[src/rtl/pipe_stage_skid_if.sv]
// Handshake and side-band bundle for one pipe_stage_skid instance.
// slave = the stage itself, master = the surrounding pipeline.
interface pipe_stage_skid_if #(
    parameter int DATA_W = 8,
    parameter int OPC_W  = 3,
    parameter int CTRL_W = 3,
    parameter int CNT_W  = 16
);
    logic              flush;
    logic              in_valid;
    logic              in_ready;
    logic [DATA_W-1:0] in_data;
    logic [OPC_W-1:0]  in_opcode;
    logic [CTRL_W-1:0] in_ctrl;
    logic              out_valid;
    logic              out_ready;
    logic [DATA_W-1:0] out_data;
    logic [OPC_W-1:0]  out_opcode;
    logic [CTRL_W-1:0] out_ctrl;
    logic [1:0]        occupancy;
    logic              perf_clr;
    logic [CNT_W-1:0]  stall_cnt;
    logic [CNT_W-1:0]  bubble_cnt;

    modport slave (
        input  flush, in_valid, in_data, in_opcode, in_ctrl, out_ready, perf_clr,
        output in_ready, out_valid, out_data, out_opcode, out_ctrl, occupancy,
               stall_cnt, bubble_cnt
    );

    modport master (
        output flush, in_valid, in_data, in_opcode, in_ctrl, out_ready, perf_clr,
        input  in_ready, out_valid, out_data, out_opcode, out_ctrl, occupancy,
               stall_cnt, bubble_cnt
    );
endinterface

[src/rtl/pipe_stage_skid.sv]
// Pipeline stage register with 2-entry skid buffer, registered in_ready and flush.
// Define PIPE_STAGE_PERF_CNT_EN to build the stall/bubble performance counters.
module pipe_stage_skid #(
    parameter int DATA_W = 8,
    parameter int OPC_W  = 3,
    parameter int CTRL_W = 3,
    parameter int CNT_W  = 16
) (
    input logic                clk,
    input logic                rst,
    pipe_stage_skid_if.slave   bus
);
    typedef enum logic [1:0] {S_EMPTY = 2'd0, S_ONE = 2'd1, S_FULL = 2'd2} state_t;

    state_t            r_state, w_state_nxt;
    logic              r_in_ready;
    logic [DATA_W-1:0] r_main_data, r_skid_data;
    logic [OPC_W-1:0]  r_main_opc,  r_skid_opc;
    logic [CTRL_W-1:0] r_main_ctrl, r_skid_ctrl;

    logic w_out_valid, w_in_fire, w_out_fire;
    logic w_ld_main_in, w_ld_main_skid, w_ld_skid;

    assign w_out_valid = (r_state != S_EMPTY);
    assign w_in_fire   = bus.in_valid & r_in_ready;
    assign w_out_fire  = w_out_valid & bus.out_ready;

    always_comb begin
        w_state_nxt    = r_state;
        w_ld_main_in   = 1'b0;
        w_ld_main_skid = 1'b0;
        w_ld_skid      = 1'b0;
        if (bus.flush) begin
            // squash wins: nothing is captured, whatever is held is dropped
            w_state_nxt = S_EMPTY;
        end else begin
            case (r_state)
                S_EMPTY: if (w_in_fire) begin
                    w_ld_main_in = 1'b1;
                    w_state_nxt  = S_ONE;
                end
                S_ONE: begin
                    if (w_in_fire && w_out_fire) begin
                        w_ld_main_in = 1'b1;
                    end else if (w_in_fire) begin
                        w_ld_skid   = 1'b1;
                        w_state_nxt = S_FULL;
                    end else if (w_out_fire) begin
                        w_state_nxt = S_EMPTY;
                    end
                end
                S_FULL: if (w_out_fire) begin
                    w_ld_main_skid = 1'b1;
                    w_state_nxt    = S_ONE;
                end
                default: w_state_nxt = S_EMPTY;
            endcase
        end
    end

    // in_ready is a flop copy of (next != FULL) so upstream sees no comb path
    always_ff @(posedge clk or posedge rst) begin
        if (rst) begin
            r_state    <= S_EMPTY;
            r_in_ready <= 1'b1;
        end else begin
            r_state    <= w_state_nxt;
            r_in_ready <= (w_state_nxt != S_FULL);
        end
    end

    always_ff @(posedge clk or posedge rst) begin
        if (rst) begin
            r_main_data <= '0;
            r_main_opc  <= '0;
            r_main_ctrl <= '0;
            r_skid_data <= '0;
            r_skid_opc  <= '0;
            r_skid_ctrl <= '0;
        end else begin
            if (w_ld_main_in) begin
                r_main_data <= bus.in_data;
                r_main_opc  <= bus.in_opcode;
                r_main_ctrl <= bus.in_ctrl;
            end else if (w_ld_main_skid) begin
                r_main_data <= r_skid_data;
                r_main_opc  <= r_skid_opc;
                r_main_ctrl <= r_skid_ctrl;
            end
            if (w_ld_skid) begin
                r_skid_data <= bus.in_data;
                r_skid_opc  <= bus.in_opcode;
                r_skid_ctrl <= bus.in_ctrl;
            end
        end
    end

    assign bus.in_ready   = r_in_ready;
    assign bus.out_valid  = w_out_valid;
    assign bus.out_data   = r_main_data;
    assign bus.out_opcode = r_main_opc;
    assign bus.out_ctrl   = w_out_valid ? r_main_ctrl : '0;
    assign bus.occupancy  = r_state;

`ifdef PIPE_STAGE_PERF_CNT_EN
    logic [CNT_W-1:0] r_stall_cnt, r_bubble_cnt;

    always_ff @(posedge clk or posedge rst) begin
        if (rst) begin
            r_stall_cnt  <= '0;
            r_bubble_cnt <= '0;
        end else if (bus.perf_clr) begin
            r_stall_cnt  <= '0;
            r_bubble_cnt <= '0;
        end else begin
            if (w_out_valid && !bus.out_ready && !(&r_stall_cnt))
                r_stall_cnt <= r_stall_cnt + 1'b1;
            if (!w_out_valid && bus.out_ready && !(&r_bubble_cnt))
                r_bubble_cnt <= r_bubble_cnt + 1'b1;
        end
    end

    assign bus.stall_cnt  = r_stall_cnt;
    assign bus.bubble_cnt = r_bubble_cnt;
`else
    logic w_unused_perf_clr;
    assign w_unused_perf_clr = bus.perf_clr;
    assign bus.stall_cnt     = '0;
    assign bus.bubble_cnt    = '0;
`endif
endmodule

[src/flat_wrapper.sv]
// flat-port wrapper written by rule: the top's interface ports become plain ports
module pipe_stage_skid_flat 
#(
    parameter int DATA_W = 8,
    parameter int OPC_W  = 3,
    parameter int CTRL_W = 3,
    parameter int CNT_W  = 16
)
  (clk, rst, bus_flush, bus_in_valid, bus_in_data, bus_in_opcode, bus_in_ctrl, bus_out_ready, bus_perf_clr, bus_in_ready, bus_out_valid, bus_out_data, bus_out_opcode, bus_out_ctrl, bus_occupancy, bus_stall_cnt, bus_bubble_cnt);
  pipe_stage_skid_if #(.DATA_W(DATA_W), .OPC_W(OPC_W), .CTRL_W(CTRL_W), .CNT_W(CNT_W)) bus_i ();
  input logic clk;
  input logic rst;
  input wire logic [$bits(bus_i.flush)-1:0] bus_flush;
  input wire logic [$bits(bus_i.in_valid)-1:0] bus_in_valid;
  input wire logic [$bits(bus_i.in_data)-1:0] bus_in_data;
  input wire logic [$bits(bus_i.in_opcode)-1:0] bus_in_opcode;
  input wire logic [$bits(bus_i.in_ctrl)-1:0] bus_in_ctrl;
  input wire logic [$bits(bus_i.out_ready)-1:0] bus_out_ready;
  input wire logic [$bits(bus_i.perf_clr)-1:0] bus_perf_clr;
  output wire logic [$bits(bus_i.in_ready)-1:0] bus_in_ready;
  output wire logic [$bits(bus_i.out_valid)-1:0] bus_out_valid;
  output wire logic [$bits(bus_i.out_data)-1:0] bus_out_data;
  output wire logic [$bits(bus_i.out_opcode)-1:0] bus_out_opcode;
  output wire logic [$bits(bus_i.out_ctrl)-1:0] bus_out_ctrl;
  output wire logic [$bits(bus_i.occupancy)-1:0] bus_occupancy;
  output wire logic [$bits(bus_i.stall_cnt)-1:0] bus_stall_cnt;
  output wire logic [$bits(bus_i.bubble_cnt)-1:0] bus_bubble_cnt;
  assign bus_i.flush = bus_flush;
  assign bus_i.in_valid = bus_in_valid;
  assign bus_i.in_data = bus_in_data;
  assign bus_i.in_opcode = bus_in_opcode;
  assign bus_i.in_ctrl = bus_in_ctrl;
  assign bus_i.out_ready = bus_out_ready;
  assign bus_i.perf_clr = bus_perf_clr;
  assign bus_in_ready = bus_i.in_ready;
  assign bus_out_valid = bus_i.out_valid;
  assign bus_out_data = bus_i.out_data;
  assign bus_out_opcode = bus_i.out_opcode;
  assign bus_out_ctrl = bus_i.out_ctrl;
  assign bus_occupancy = bus_i.occupancy;
  assign bus_stall_cnt = bus_i.stall_cnt;
  assign bus_bubble_cnt = bus_i.bubble_cnt;
  pipe_stage_skid #(.DATA_W(DATA_W), .OPC_W(OPC_W), .CTRL_W(CTRL_W), .CNT_W(CNT_W)) u_core (.clk(clk), .rst(rst), .bus(bus_i));
endmodule
[config.mk]
export PLATFORM = sky130hd
export DESIGN_NAME = pipe_stage_skid_flat
export DESIGN_NICKNAME = d
export VERILOG_FILES = /design/src/rtl/pipe_stage_skid_if.sv /design/src/rtl/pipe_stage_skid.sv /design/src/flat_wrapper.sv
export SDC_FILE = /design/constraint.sdc
export NUM_CORES = 1
export LEC_CHECK = 0
export BUFFER_PORTS_ARGS = -buffer_cell sky130_fd_sc_hd__buf_2
export CORE_MARGIN = 4
export CORE_UTILIZATION = 47
export CTS_BUF_LIST = sky130_fd_sc_hd__clkbuf_8 sky130_fd_sc_hd__clkbuf_16
export CTS_CLUSTER_DIAMETER = 200
export DETAILED_ROUTE_END_ITERATION = 8
export GPL_TIMING_DRIVEN = 0
export PLACE_DENSITY = 0.79
export RECOVER_POWER = 50
export SKIP_LAST_GASP = 1
export SLEW_MARGIN = 25
export SYNTH_ARGS = -nofsm -noshare
export SYNTH_HDL_FRONTEND = slang
export SYNTH_SLANG_ARGS = --single-unit
[constraint.sdc]
create_clock -name clk -period 2.16 [get_ports clk]
set_input_delay 0.108 -clock clk [delete_from_list [all_inputs] [get_ports clk]]
set_output_delay 0.108 -clock clk [all_outputs]
set_load 0.01 [all_outputs]
# Yosys cells after proc, flatten, opt, wreduce, memory -nomap -nowiden

Cells that the tools add are included.

Logic and storage cells: 41
Output and inout port bits: 50
Bits of input ports: 20
Bits in registers: 31

Reductions and logical operators: 4
Eq/ne operators: 3
Multiplexer cells: 24
Bitwise gates (word level): 2

Operator list:

| operator                                       | count |
|---|---|
| 2-to-1 mux 8 bit                               | 2 |
| 2-to-1 mux 3 bit                               | 5 |
| 2-to-1 mux 2 bit                               | 6 |
| 2-to-1 mux 1 bit                               | 9 |
| case mux 2 bit (3 select lines)                | 1 |
| nonzero test 2 bit                             | 2 |
| AND 1 bit                                      | 2 |
| == test 2 x 1 -> 1 bit (second input constant) | 1 |
| == test 2 bit (second input constant)          | 1 |
| zero test 2 bit                                | 1 |
| inequality test 2 bit (second input constant)  | 1 |
| case mux 1 bit (2 select lines)                | 1 |
| logical AND 1 bit                              | 1 |

# Depth between registers and ports, before layout

Gate-level depths: netlist (run 1).

Word-level depth: 8
Gate-level depth with buffers: 6
Depth with buffers taken out: 4

# Worst setup path after synthesis (run 1)

Ideal clock, no wire load.

Path type: register -> register
Start point: register u_core.r_in_ready (netlist: u_core.bus.in_ready)
End point: register u_core.r_skid_ctrl[2]
Setup time: 125 ps
Slack: 420 ps
Data required time: 2035 ps
Stages on the path, launching flop included: 6
Buffers on the path: 2
Arrival: 1615 ps
Clock period less this slack: 1740 ps
Cell sequence: dfstp_2 nand2_1 or4_1 buf_6 buf_12 mux2_4

Word-level cells in the longest chain between the ends: 5
Elaborated cells between the ends (all ways): 6
Classes of those cells: mux (4); bitwise (1); reduce/logical (1)

Ends and longest elaborated chain:

| item                                                         | line                                         | source |
|---|---|---|
| from (decl)                                                  | pipe_stage_skid.sv:16                        | `logic r_in_ready;` |
| from (signal assigned)                                       | pipe_stage_skid.sv:68                        | `r_in_ready <= (w_state_nxt != S_FULL);` |
| AND 1 bit (*)                                                | pipe_stage_skid.sv:25                        | `assign w_in_fire = bus.in_valid & r_in_ready;` |
| 2-to-1 mux 1 bit / logical AND 1 bit (equally long branches) | pipe_stage_skid.sv:45, pipe_stage_skid.sv:43 |  |
| 2-to-1 mux 1 bit (*)                                         | pipe_stage_skid.sv:43                        | `if (w_in_fire && w_out_fire) begin` |
| 2-to-1 mux 1 bit (*)                                         | pipe_stage_skid.sv:37                        | `case (r_state)` |
| 2-to-1 mux 1 bit (*)                                         | pipe_stage_skid.sv:33                        | `if (bus.flush) begin` |
| to (signal assigned)                                         | pipe_stage_skid.sv:93                        | `r_skid_ctrl <= bus.in_ctrl;` |
| to (decl)                                                    | pipe_stage_skid.sv:19                        | `logic [CTRL_W-1:0] r_main_ctrl, r_skid_ctrl;` |

Every way passes the cells marked *; elsewhere a longest branch is shown, timed or not.
A chain may end at the register's enable or synchronous reset.

# Worst setup path after layout (run 1)

Start point: register u_core.r_in_ready (netlist: u_core.bus.in_ready)
End point: register u_core.r_main_ctrl[1]

Word-level cells in the longest chain between the ends: 6
Elaborated cells between the ends (all ways): 8
Classes of those cells: mux (5); bitwise (1); reduce/logical (2)

Ends and longest elaborated chain:

| item                                                          | line                  | source |
|---|---|---|
| AND 1 bit (*)                                                 | pipe_stage_skid.sv:25 |  |
| logical AND 1 bit                                             | pipe_stage_skid.sv:43 |  |
| 2-to-1 mux 1 bit                                              | pipe_stage_skid.sv:43 |  |
| case mux 1 bit (2 select lines) (*)                           | pipe_stage_skid.sv:37 |  |
| 2-to-1 mux 1 bit (*)                                          | pipe_stage_skid.sv:33 |  |
| 2-to-1 mux 3 bit / nonzero test 2 bit (equally long branches) | -                     |  |
| to (signal assigned)                                          | pipe_stage_skid.sv:84 | `r_main_ctrl <= bus.in_ctrl;` |
| to (signal assigned)                                          | pipe_stage_skid.sv:88 | `r_main_ctrl <= r_skid_ctrl;` |
| to (decl)                                                     | pipe_stage_skid.sv:19 |  |

Marks and branches as above.

==> results of run 1 <==
synth_stat cells:
library cell,n,area [sq um]
nand2_1,3,11.26
nor2_1,17,63.81
nor2b_1,3,18.77
inv_1,2,7.510
nand2b_1,2,12.51
or4_1,1,7.510
a211o_1,1,8.760
buf_1,1,3.750
dfstp_2,1,26.28
or4b_1,1,10.01
o21bai_1,1,7.510
a21oi_1,16,80.08
mux2_2,4,45.04
buf_4,33,247.7
buf_12,1,20.02
buf_6,1,11.26
buf_2,1,5.000
mux2i_1,14,140.1
a211oi_1,1,7.510
clkbuf_1,1,3.750
o21ai_0,1,5.000
nor3b_2,1,12.51
conb_1,1,3.750
mux2_4,10,150.1
dfrtp_1,30,750.7
metal layers:
| layer | vias up | part of all wire [%] | routed length (um) | global-route usage [%] |
|---|---|---|---|---|
| met1 | 529 | 41 | 1253 | 17.74 |
| met5 | - | 0 | 0 | 0 |
| met3 | 6 | 9.0 | 274 | 5.491 |
| met4 | 0 | 1.8 | 55 | 6.076 |
| li1 | 580 | - | - | - |
| met2 | 43 | 48 | 1448 | 22.70 |
sequential cells by signal (all words and copies together), names as in the netlist:
register and flops:
u_core.bus.occupancy 2, u_core.r_skid_ctrl 3, u_core.r_main_ctrl 3, u_core.bus.out_opcode 3, u_core.r_skid_opc 3, u_core.bus.out_data 8
u_core.r_skid_data 8, u_core.bus.in_ready 1
power breakdown:
part	leakage (nW)	internal (mW)	switching, mW
Sequential	0.363	0.715	0.0714
Clock	0.0612	0.373	0.207
Combinational	0.666	0.218	0.172
logic make-up after synthesis:
| logic type | after synthesis | synth area share, % |
|---|---|---|
| buffers and inverters | 40 | 18.01 |
| DFF | 31 | 46.80 |
| muxes | 28 | 20.20 |
| and+or+nand+nor | 28 | 8.214 |
| AOI/OAI and AO/OA | 20 | 6.556 |
| other | 1 | 0.2259 |
layout make-up:
class | instances | area share, %
plain buffers | 38 | 13.70
clock buffers | 6 | 3.880
clock inverters | 2 | 1.646
inverters | 2 | 0.3527
multi-input cells | 108 | 32.92
flip-flops and latches | 31 | 36.51
well taps | 46 | 2.704
repair buffers | 37 | 8.289
path summary, 6_finish.rpt:
check	end	slack, ns	cells past startpoint
setup / recovery	u_core.r_main_ctrl[1]$_DFFE_PP0P_	0.26	6
hold / removal	u_core.bus.occupancy[1]$_DFF_PP0_	0.04	2
setup reg to reg	u_core.r_main_ctrl[1]$_DFFE_PP0P_	0.26	6
hold reg to reg	u_core.r_skid_data[2]$_DFFE_PP0P_	0.51	1
max in group asynchronous	u_core.r_main_ctrl[2]$_DFFE_PP0P_	0.84	3
min in group asynchronous	u_core.bus.out_data[4]$_DFFE_PP0P_	0.66	3
critical path, stage by stage, from the launching register on:
cell and delay [ns]:
dfstp_2 0.54, nand2_1 0.10, or4b_1 0.46, buf_2 0.20, clkbuf_1 0.26, nor2_1 0.15
a21oi_1 0.05
==> results by group, run 1 <==
Worst setup path
  – Crit path DAT: 2.04 ns
  – Setup crit end kind: flip-flop
  – R2R Path Start: u_core.bus.in_ready$_DFF_PP1_
  – Crit Path Max Fanout: 10
  – Worst Path Required: 2.30 ns
  – Critical path class: reg -> reg
  – Critical path launch point: u_core.bus.in_ready$_DFF_PP1_
  – Critical path launch point type: flip-flop

Detailed routing
  – Initial DRC Count: 34
  – WL final: 3.032 mm
  – Drt wl/cell: 11.23 um
  – Vias per inst: 4.289
  – Number of remaining DRC errors: 0
  – Antenna-violating nets left: 0
  – Routed via count: 1,158
  – Drt first pass iters: 4

Layout
  – Commonest non-fill, non-tap cell in the layout: buf_4
  – Area grow syn2layout: 28.18%
  – Layout net count: 243
  – Multi-input logic area: 700.7 sq um
  – Final core occ: 63.28%
  – Final instance area: 2128 sq um
  – Layout Cells excl Fill: 270
  – Most frequent cells in the layout: 33 x buf_4, 32 x conb_1, 30 x dfrtp_1, 26 x buf_2, 17 x nor2_1
  – Layout cells sized above 1: 37.95%
  – Fill cell count: 294
  – Diode count: 0
  – Register area: 777.0 sq um

Placed design
  – Post-Place Cells: 261
  – Dpl hpwl: 2.308 mm
  – Buffers added on ports: 36
  – GP Congestion: 0.6922
  – Place WS: 0.2529 ns
  – Placed cell area: 2014 sq um

CTS
  – Sink Count: 31
  – CTS buffer count: 5
  – CTS tree: built
  – Reg clk slew, reported paths: 0.06 ns
  – Hold Buf Count CTS: 1
  – Number of post-CTS setup repair buffers: 0
  – Clock latency on the worst-skew pair: 0.28 ns
  – # resized after CTS: 0
  – H-tree depth: 2
  – CTS Root Cell: clkbuf_8
  – Clk buf depth: 2

Timing
  – Setup TNS: 0 ns
  – Unrepaired setup endpoints after global routing: false
  – Final setup fails: 0
  – Worst slew margin: 25.91%
  – Worst-Margin Slew: 1.110 ns
  – Final hold vios: 0
  – Max-slew violation count: 0
  – Crit path time final: 1.897 ns
  – Worst hold slack: 0.03814 ns
  – Period Utilization, post-route: 87.83%
  – Clock Skew: 0.002023 ns
  – Setup ws final: 0.2628 ns
  – Max Fclk: 527.1 MHz

Job
  – Max_cap viols: 0

Synth
  – #FFs+latches synth: 31
  – Post-synthesis sequential area ratio: 46.80%
  – Synthesized area: 1660 sq um
  – Cells after Synth: 148
  – Yosys cell types: 25
  – Ys Warns: 0
  – Avg Inst Size Synth: 11.22 sq um

Pwr
  – P_leak: 1.090 nW
  – Maximum VDD drop: 0.2867 mV
  – PD cells: 824.6 nW/um^2
  – Final Power: 1.755 mW

GRT
  – Largest net degree at the start of global routing: 32
  – Total GRT Usage: 14.45%
  – Grt total ovfl: 0
  – Vias in the first global route: 1,129
  – Initial antenna violation count: 0
  – First-pass GRT wire length: 4.864 mm

Floorplanning
  – Initial Util: 49.37%
  – Die Width: 67.44 um
  – Die area: 4547 sq um
  – Die Ht: 67.44 um
  – Top-Level Pins: 70
  – Core area: 3363 sq um
  – Row count: 21

Outcome
  – Status: complete, no violations

Hold path
  – Hold WC Path Type: in -> reg
  – Hold Path Origin: bus_out_ready
Power figures use the tool's default switching activity.
==> run 2, diff against run 1 <==
--- a/config.mk
+++ b/config.mk
@@ -12,8 +12,9 @@
 export CTS_CLUSTER_DIAMETER = 200
 export DETAILED_ROUTE_END_ITERATION = 8
 export GPL_TIMING_DRIVEN = 0
-export PLACE_DENSITY = 0.79
+export PLACE_DENSITY = 0.86
 export RECOVER_POWER = 50
+export REMOVE_ABC_BUFFERS = 1
 export SKIP_LAST_GASP = 1
 export SLEW_MARGIN = 25
 export SYNTH_ARGS = -nofsm -noshare
==> results by group, run 2 (synthesis results as in run 1) <==
Outcome
  – Status: complete, no violations

Worst setup path
  – Worst Path Required: 2.32 ns (+0.02 ns)
  – Crit path max-delay family: simple AND/OR/NAND/NOR gates
  – Critical path cell sequence: nand2_1 > or4_1 > mux2_4
  – Critical path class: reg -> reg
  – Crit path DAT: 2.20 ns (+0.16 ns)
  – Crit Path Max Fanout: 14 (+4)
  – CP peak stage delay: 0.83 ns (+0.29 ns)
  – Crit path max-delay cell type: or4_1
  – Setup crit end kind: flip-flop
  – Critical path launch point type: flip-flop
  – Crit path buf inv count: 0 (-2)

CTS
  – Clock latency on the worst-skew pair: 0.28 ns (about the same)
  – Sink Count: 31 (unchanged)
  – Reg clk slew, reported paths: 0.06 ns (about the same)
  – CTS tree: built
  – Clk buf depth: 2 (unchanged)
  – CTS buffer count: 5 (unchanged)
  – CTS Root Cell: clkbuf_8
  – H-tree depth: 2 (unchanged)

Floorplanning
  – Die Ht: 67.44 um (unchanged)
  – Die area: 4547 sq um (unchanged)
  – Initial Util: 49.37% (unchanged)
  – Top-Level Pins: 70 (unchanged)
  – Row count: 21 (unchanged)
  – Core area: 3363 sq um (unchanged)
  – Die Width: 67.44 um (unchanged)

Detailed routing
  – Antenna-violating nets left: 0 (unchanged)
  – WL final: 2.778 mm (-8.4%)
  – Routed via count: 1,032 (-11%)
  – Initial DRC Count: 87 (+160%)
  – Drt wl/cell: 11.92 um (+6.2%)
  – Vias per inst: 4.429 (+3.3%)
  – Drt first pass iters: 4 (unchanged)
  – Number of remaining DRC errors: 0 (unchanged)

Layout
  – Layout net count: 206 (-15%)
  – Most frequent cells in the layout: 32 x conb_1, 30 x dfrtp_1, 25 x buf_2, 17 x nor2_1, 16 x a21oi_1
  – Commonest non-fill, non-tap cell in the layout: conb_1
  – Area grow syn2layout: 10.85%
  – Layout cells sized above 1: 26.74% (-11 points)
  – Diode count: 0 (unchanged)
  – Final instance area: 1841 sq um (-14%)

Timing
  – Clock Skew: 0.005740 ns (+0.003717 ns)
  – Max-slew violation count: 0 (unchanged)
  – Period Utilization, post-route: 94.56% (+6.7 points)
  – Max Fclk: 489.6 MHz (-7.1%)
  – Crit path time final: 2.043 ns (+0.1454 ns)
  – Unrepaired setup endpoints after global routing: false
  – Worst-Margin Slew: 1.136 ns (+0.02629 ns)
  – Final setup fails: 0 (unchanged)
  – Final hold vios: 0 (unchanged)
  – Setup TNS: 0 ns (unchanged)
  – Worst slew margin: 24.16% (-1.8 points)

GRT
  – First-pass GRT wire length: 4.236 mm (-13%)
  – Largest net degree at the start of global routing: 32 (unchanged)
  – Grt total ovfl: 0 (unchanged)
  – Total GRT Usage: 12.88% (-1.6 points)
  – Vias in the first global route: 877 (-22%)
  – Initial antenna violation count: 0 (unchanged)

Pwr
  – PD cells: 872.9 nW/um^2 (+5.9%)
  – P_leak: 0.8951 nW (-18%)
  – Maximum VDD drop: 0.5272 mV (+84%)

Placed design
  – Placed cell area: 1740 sq um (-14%)
  – Buffers added on ports: 36 (unchanged)
  – Dpl hpwl: 1.969 mm (-15%)
  – GP Congestion: 0.6989 (+0.97%)

Job
  – Max_cap viols: 0 (unchanged)

Hold path
  – Hold WC Path Type: in -> reg
## run 2: worst register-to-register path, cell delays in order, from the launching register on
cell and delay (ns):
dfstp_2 0.54, nand2_1 0.11, or4_1 0.83, mux2_4 0.44
## run 2: final timing paths
| path | start | to | slack [ns] | cells after the start |
|---|---|---|---|---|
| worst max-delay path | u_core.bus.in_ready$_DFF_PP1_ | u_core.r_skid_data[4]$_DFFE_PP0P_ | 0.12 | 3 |
| worst min-delay path | bus_out_ready | u_core.bus.occupancy[1]$_DFF_PP0_ | 0.06 | 2 |
| worst max register to register | u_core.bus.in_ready$_DFF_PP1_ | u_core.r_skid_data[4]$_DFFE_PP0P_ | 0.12 | 3 |
| worst min register to register | u_core.r_skid_ctrl[0]$_DFFE_PP0P_ | u_core.r_skid_ctrl[0]$_DFFE_PP0P_ | 0.51 | 1 |
| max in group asynchronous | rst | u_core.bus.out_data[1]$_DFFE_PP0P_ | 0.80 | 3 |
| min in group asynchronous | rst | u_core.r_skid_data[2]$_DFFE_PP0P_ | 0.68 | 3 |
## run 2: power breakdown
part	total (mW)	switching [mW]	internal, mW
clock	0.481	0.196	0.285
sequential	0.787	0.0722	0.715
combinational	0.338	0.160	0.178
total	1.61	0.428	1.18
## run 2: metrics by stage
| stage | util [%] | setup slack (ns) | power [mW] | hold slack (ns) | instances |
|---|---|---|---|---|---|
| CTS | 55.02 | 0.1188 | 1.642 | 0.04826 | 233 |
| finish | 54.72 | 0.1174 | 1.607 | 0.05650 | 233 |
| global route | 54.72 | 0.03789 | 1.712 | 0.05675 | 233 |
| detailed placement | 51.75 | 0.1339 | 1.146 | 0.2291 | 224 |
| global placement | 51.23 | -0.2029 | 1.130 | 0.3251 | 223 |
| floorplan | - | 0.1618 | 1.029 | 0.1711 | 141 |
## run 2: layout make-up
cell class	count	area [sq um]
fill	338	1523
sequential	31	777.0
multi-input combinational	108	710.7
timing repair buffer	38	187.7
clock buffer	7	96.34
tap	46	57.56
inverter	2	7.507
clock inverter	1	3.754
## run 2: routing by layer
| layer | routed length (um) | track usage [%] | vias up | part of all wire [%] |
|---|---|---|---|---|
| met5 | 0 | 0 | - | 0 |
| li1 | - | - | 507 | - |
| met2 | 1344 | 19.63 | 41 | 48 |
| met4 | 34 | 3.797 | 0 | 1.2 |
| met3 | 241 | 5.657 | 5 | 8.7 |
| met1 | 1156 | 16.51 | 479 | 42 |
## run 2: timing repair
action,CTS,global route
resized for setup,0,1
hold endpoints to repair,30,0
endpoints found under the setup margin,0,2
hold buffers,1,0
buffers inserted,0,0
==> run 3, diff against run 2 <==
--- a/config.mk
+++ b/config.mk
@@ -6,13 +6,15 @@
 export NUM_CORES = 1
 export LEC_CHECK = 0
 export BUFFER_PORTS_ARGS = -buffer_cell sky130_fd_sc_hd__buf_2
+export CELL_PAD_IN_SITES_DETAIL_PLACEMENT = 0
+export CELL_PAD_IN_SITES_GLOBAL_PLACEMENT = 2
 export CORE_MARGIN = 4
-export CORE_UTILIZATION = 47
+export CORE_UTILIZATION = 28
 export CTS_BUF_LIST = sky130_fd_sc_hd__clkbuf_8 sky130_fd_sc_hd__clkbuf_16
 export CTS_CLUSTER_DIAMETER = 200
 export DETAILED_ROUTE_END_ITERATION = 8
 export GPL_TIMING_DRIVEN = 0
-export PLACE_DENSITY = 0.86
+export PLACE_DENSITY = 0.85
 export RECOVER_POWER = 50
 export REMOVE_ABC_BUFFERS = 1
 export SKIP_LAST_GASP = 1
==> results by group, run 3 (synthesis results as in run 1) <==
Outcome
  – Status: complete, no violations

Floorplanning
  – Die area: 7226 sq um (+59%)
  – Die Ht: 85.01 um (+26%)
  – Die Width: 85.01 um (+26%)
  – Core area: 5642 sq um (+68%)
  – Row count: 27 (+29%)
  – Top-Level Pins: 70 (unchanged)
  – Initial Util: 29.43% (-20 points)

Layout
  – Fill cell count: 591 (+75%)
  – Area grow syn2layout: 12.21%
  – Register area: 777.0 sq um (unchanged)
  – Commonest non-fill, non-tap cell in the layout: conb_1
  – Diode count: 0 (unchanged)
  – Layout cells sized above 1: 26.34% (-0.39 points)
  – Most frequent cells in the layout: 32 x conb_1, 30 x dfrtp_1, 24 x buf_2, 17 x nor2_1, 16 x a21oi_1
  – Layout net count: 206 (unchanged)
  – Multi-input logic area: 710.7 sq um (unchanged)
  – Final instance area: 1863 sq um (+1.2%)

Timing
  – Unrepaired setup endpoints after global routing: false
  – Final setup fails: 0 (unchanged)
  – Clock Skew: 0.001994 ns (-0.003746 ns)
  – Final hold vios: 0 (unchanged)
  – Worst-Margin Slew: 1.177 ns (+0.04113 ns)
  – Period Utilization, post-route: 94.60% (about the same)
  – Worst slew margin: 21.42% (-2.7 points)
  – Crit path time final: 2.043 ns (+0.0007900 ns)
  – Max Fclk: 489.4 MHz (about the same)
  – Max-slew violation count: 0 (unchanged)

GRT
  – Total GRT Usage: 8.601% (-4.3 points)
  – Initial antenna violation count: 0 (unchanged)
  – Largest net degree at the start of global routing: 32 (unchanged)
  – Grt total ovfl: 0 (unchanged)
  – First-pass GRT wire length: 4.905 mm (+16%)
  – Vias in the first global route: 1,058 (+21%)

Worst setup path
  – Critical path cell sequence: nand2_1 > or4_1 > mux2_4
  – Critical path class: reg -> reg
  – Crit path DAT: 2.20 ns (about the same)
  – Setup crit end kind: flip-flop
  – Crit path buf inv count: 0 (unchanged)
  – CP peak stage delay: 0.83 ns (about the same)
  – Crit path max-delay cell type: or4_1
  – Crit path max-delay family: simple AND/OR/NAND/NOR gates
  – Critical path launch point type: flip-flop
  – Crit Path Max Fanout: 14 (unchanged)
  – Worst Path Required: 2.32 ns (about the same)

Detailed routing
  – Vias per inst: 3.965 (-10%)
  – Antenna-violating nets left: 0 (unchanged)
  – Number of remaining DRC errors: 0 (unchanged)
  – Routed via count: 1,023 (-0.87%)
  – Drt first pass iters: 4 (unchanged)
  – Drt wl/cell: 11.70 um (-1.9%)
  – Initial DRC Count: 17 (-80%)
  – WL final: 3.018 mm (+8.6%)

Pwr
  – PD cells: 845.9 nW/um^2 (-3.1%)
  – Flop pwr share: 49.8% (+0.8 points)
  – Logic pwr share: 21.5% (+0.5 points)
  – P_leak: 0.8840 nW (-1.2%)
  – Final Power: 1.576 mW (-1.9%)
  – Proportion of power drawn by the clock network: 28.6% (-1.4 points)
  – Net switching power: 0.4336 mW (+1.3%)
  – Internal Power: 1.142 mW (-3.1%)
  – Maximum VDD drop: 0.4301 mV (-18%)
  – Switching share of power: 27.51% (+0.88 points)

CTS
  – CTS buffer count: 5 (unchanged)
  – Clock latency on the worst-skew pair: 0.27 ns (about the same)
  – CTS tree: built
  – H-tree depth: 2 (unchanged)
  – Reg clk slew, reported paths: 0.06 ns (about the same)
  – CTS Root Cell: clkbuf_8
  – Clk buf depth: 2 (unchanged)
  – Sink Count: 31 (unchanged)

Placed design
  – GP Congestion: 0.7186 (+2.8%)
  – Buffers added on ports: 36 (unchanged)
  – Dpl hpwl: 2.245 mm (+14%)
  – Placed cell area: 1777 sq um (+2.1%)

Job
  – Max_cap viols: 0 (unchanged)

Hold path
  – Hold WC Path Type: in -> reg
-- run 3: power groups by stage --
stage | clock (mW) | sequential (mW) | combinational (mW)
floorplan | 0 | 0.800 | 0.228
CTS | 0.476 | 0.787 | 0.356
global placement | 0 | 0.791 | 0.343
global route | 0.496 | 0.806 | 0.376
finish | 0.451 | 0.785 | 0.339
detailed placement | 0 | 0.795 | 0.355
-- run 3: what timing repair did --
action                                 CTS  global route
endpoints found under the hold margin   30             0
setup buffers                            0             0
hold buffers                             1             0
resized for setup                        0             1
setup endpoints to repair                0             1
-- run 3: final timing paths --
kind                                                  startpoint                                    to  slack, ns  depth (start not counted)
min in group asynchronous                                    rst  u_core.bus.out_opcode[2]$_DFFE_PP0P_       0.69                          3
worst min-delay path                               bus_out_ready     u_core.bus.occupancy[1]$_DFF_PP0_       0.05                          2
worst max-delay path               u_core.bus.in_ready$_DFF_PP1_     u_core.r_skid_data[2]$_DFFE_PP0P_       0.12                          3
max in group asynchronous                                    rst     u_core.r_main_ctrl[2]$_DFFE_PP0P_       0.77                          3
worst max register to register     u_core.bus.in_ready$_DFF_PP1_     u_core.r_skid_data[2]$_DFFE_PP0P_       0.12                          3
worst min register to register  u_core.r_skid_opc[1]$_DFFE_PP0P_      u_core.r_skid_opc[1]$_DFFE_PP0P_       0.51                          1
-- run 3: cell type report --
class | count | area share, %
multi-input cells | 108 | 38.15
clock buffers | 6 | 4.432
well taps | 72 | 4.835
clock inverters | 1 | 0.2686
flip-flops and latches | 31 | 41.71
inverters | 2 | 0.4030
repair buffers | 38 | 10.21
-- run 3: per-stage QoR --
stage	setup WS [ns]	std cells	hold WS (ns)	util (%)	setup TNS (ns)
floorplan	0.1618	141	0.1711	-	0
global placement	-0.2638	249	0.3279	31.12	-3.588
detailed placement	0.1004	250	0.2476	31.49	0
CTS	0.08900	258	0.03816	33.22	0
global route	0.01563	258	0.06079	33.02	0
finish	0.1166	258	0.04915	33.02	0
-- run 3: metal layers --
layer	up-vias	GRT usage [%]	wire, um
met2	43	13.98	1413
met1	465	10.43	1312
li1	511	-	-
met3	4	3.204	269
met5	-	0	0
met4	0	3.022	23
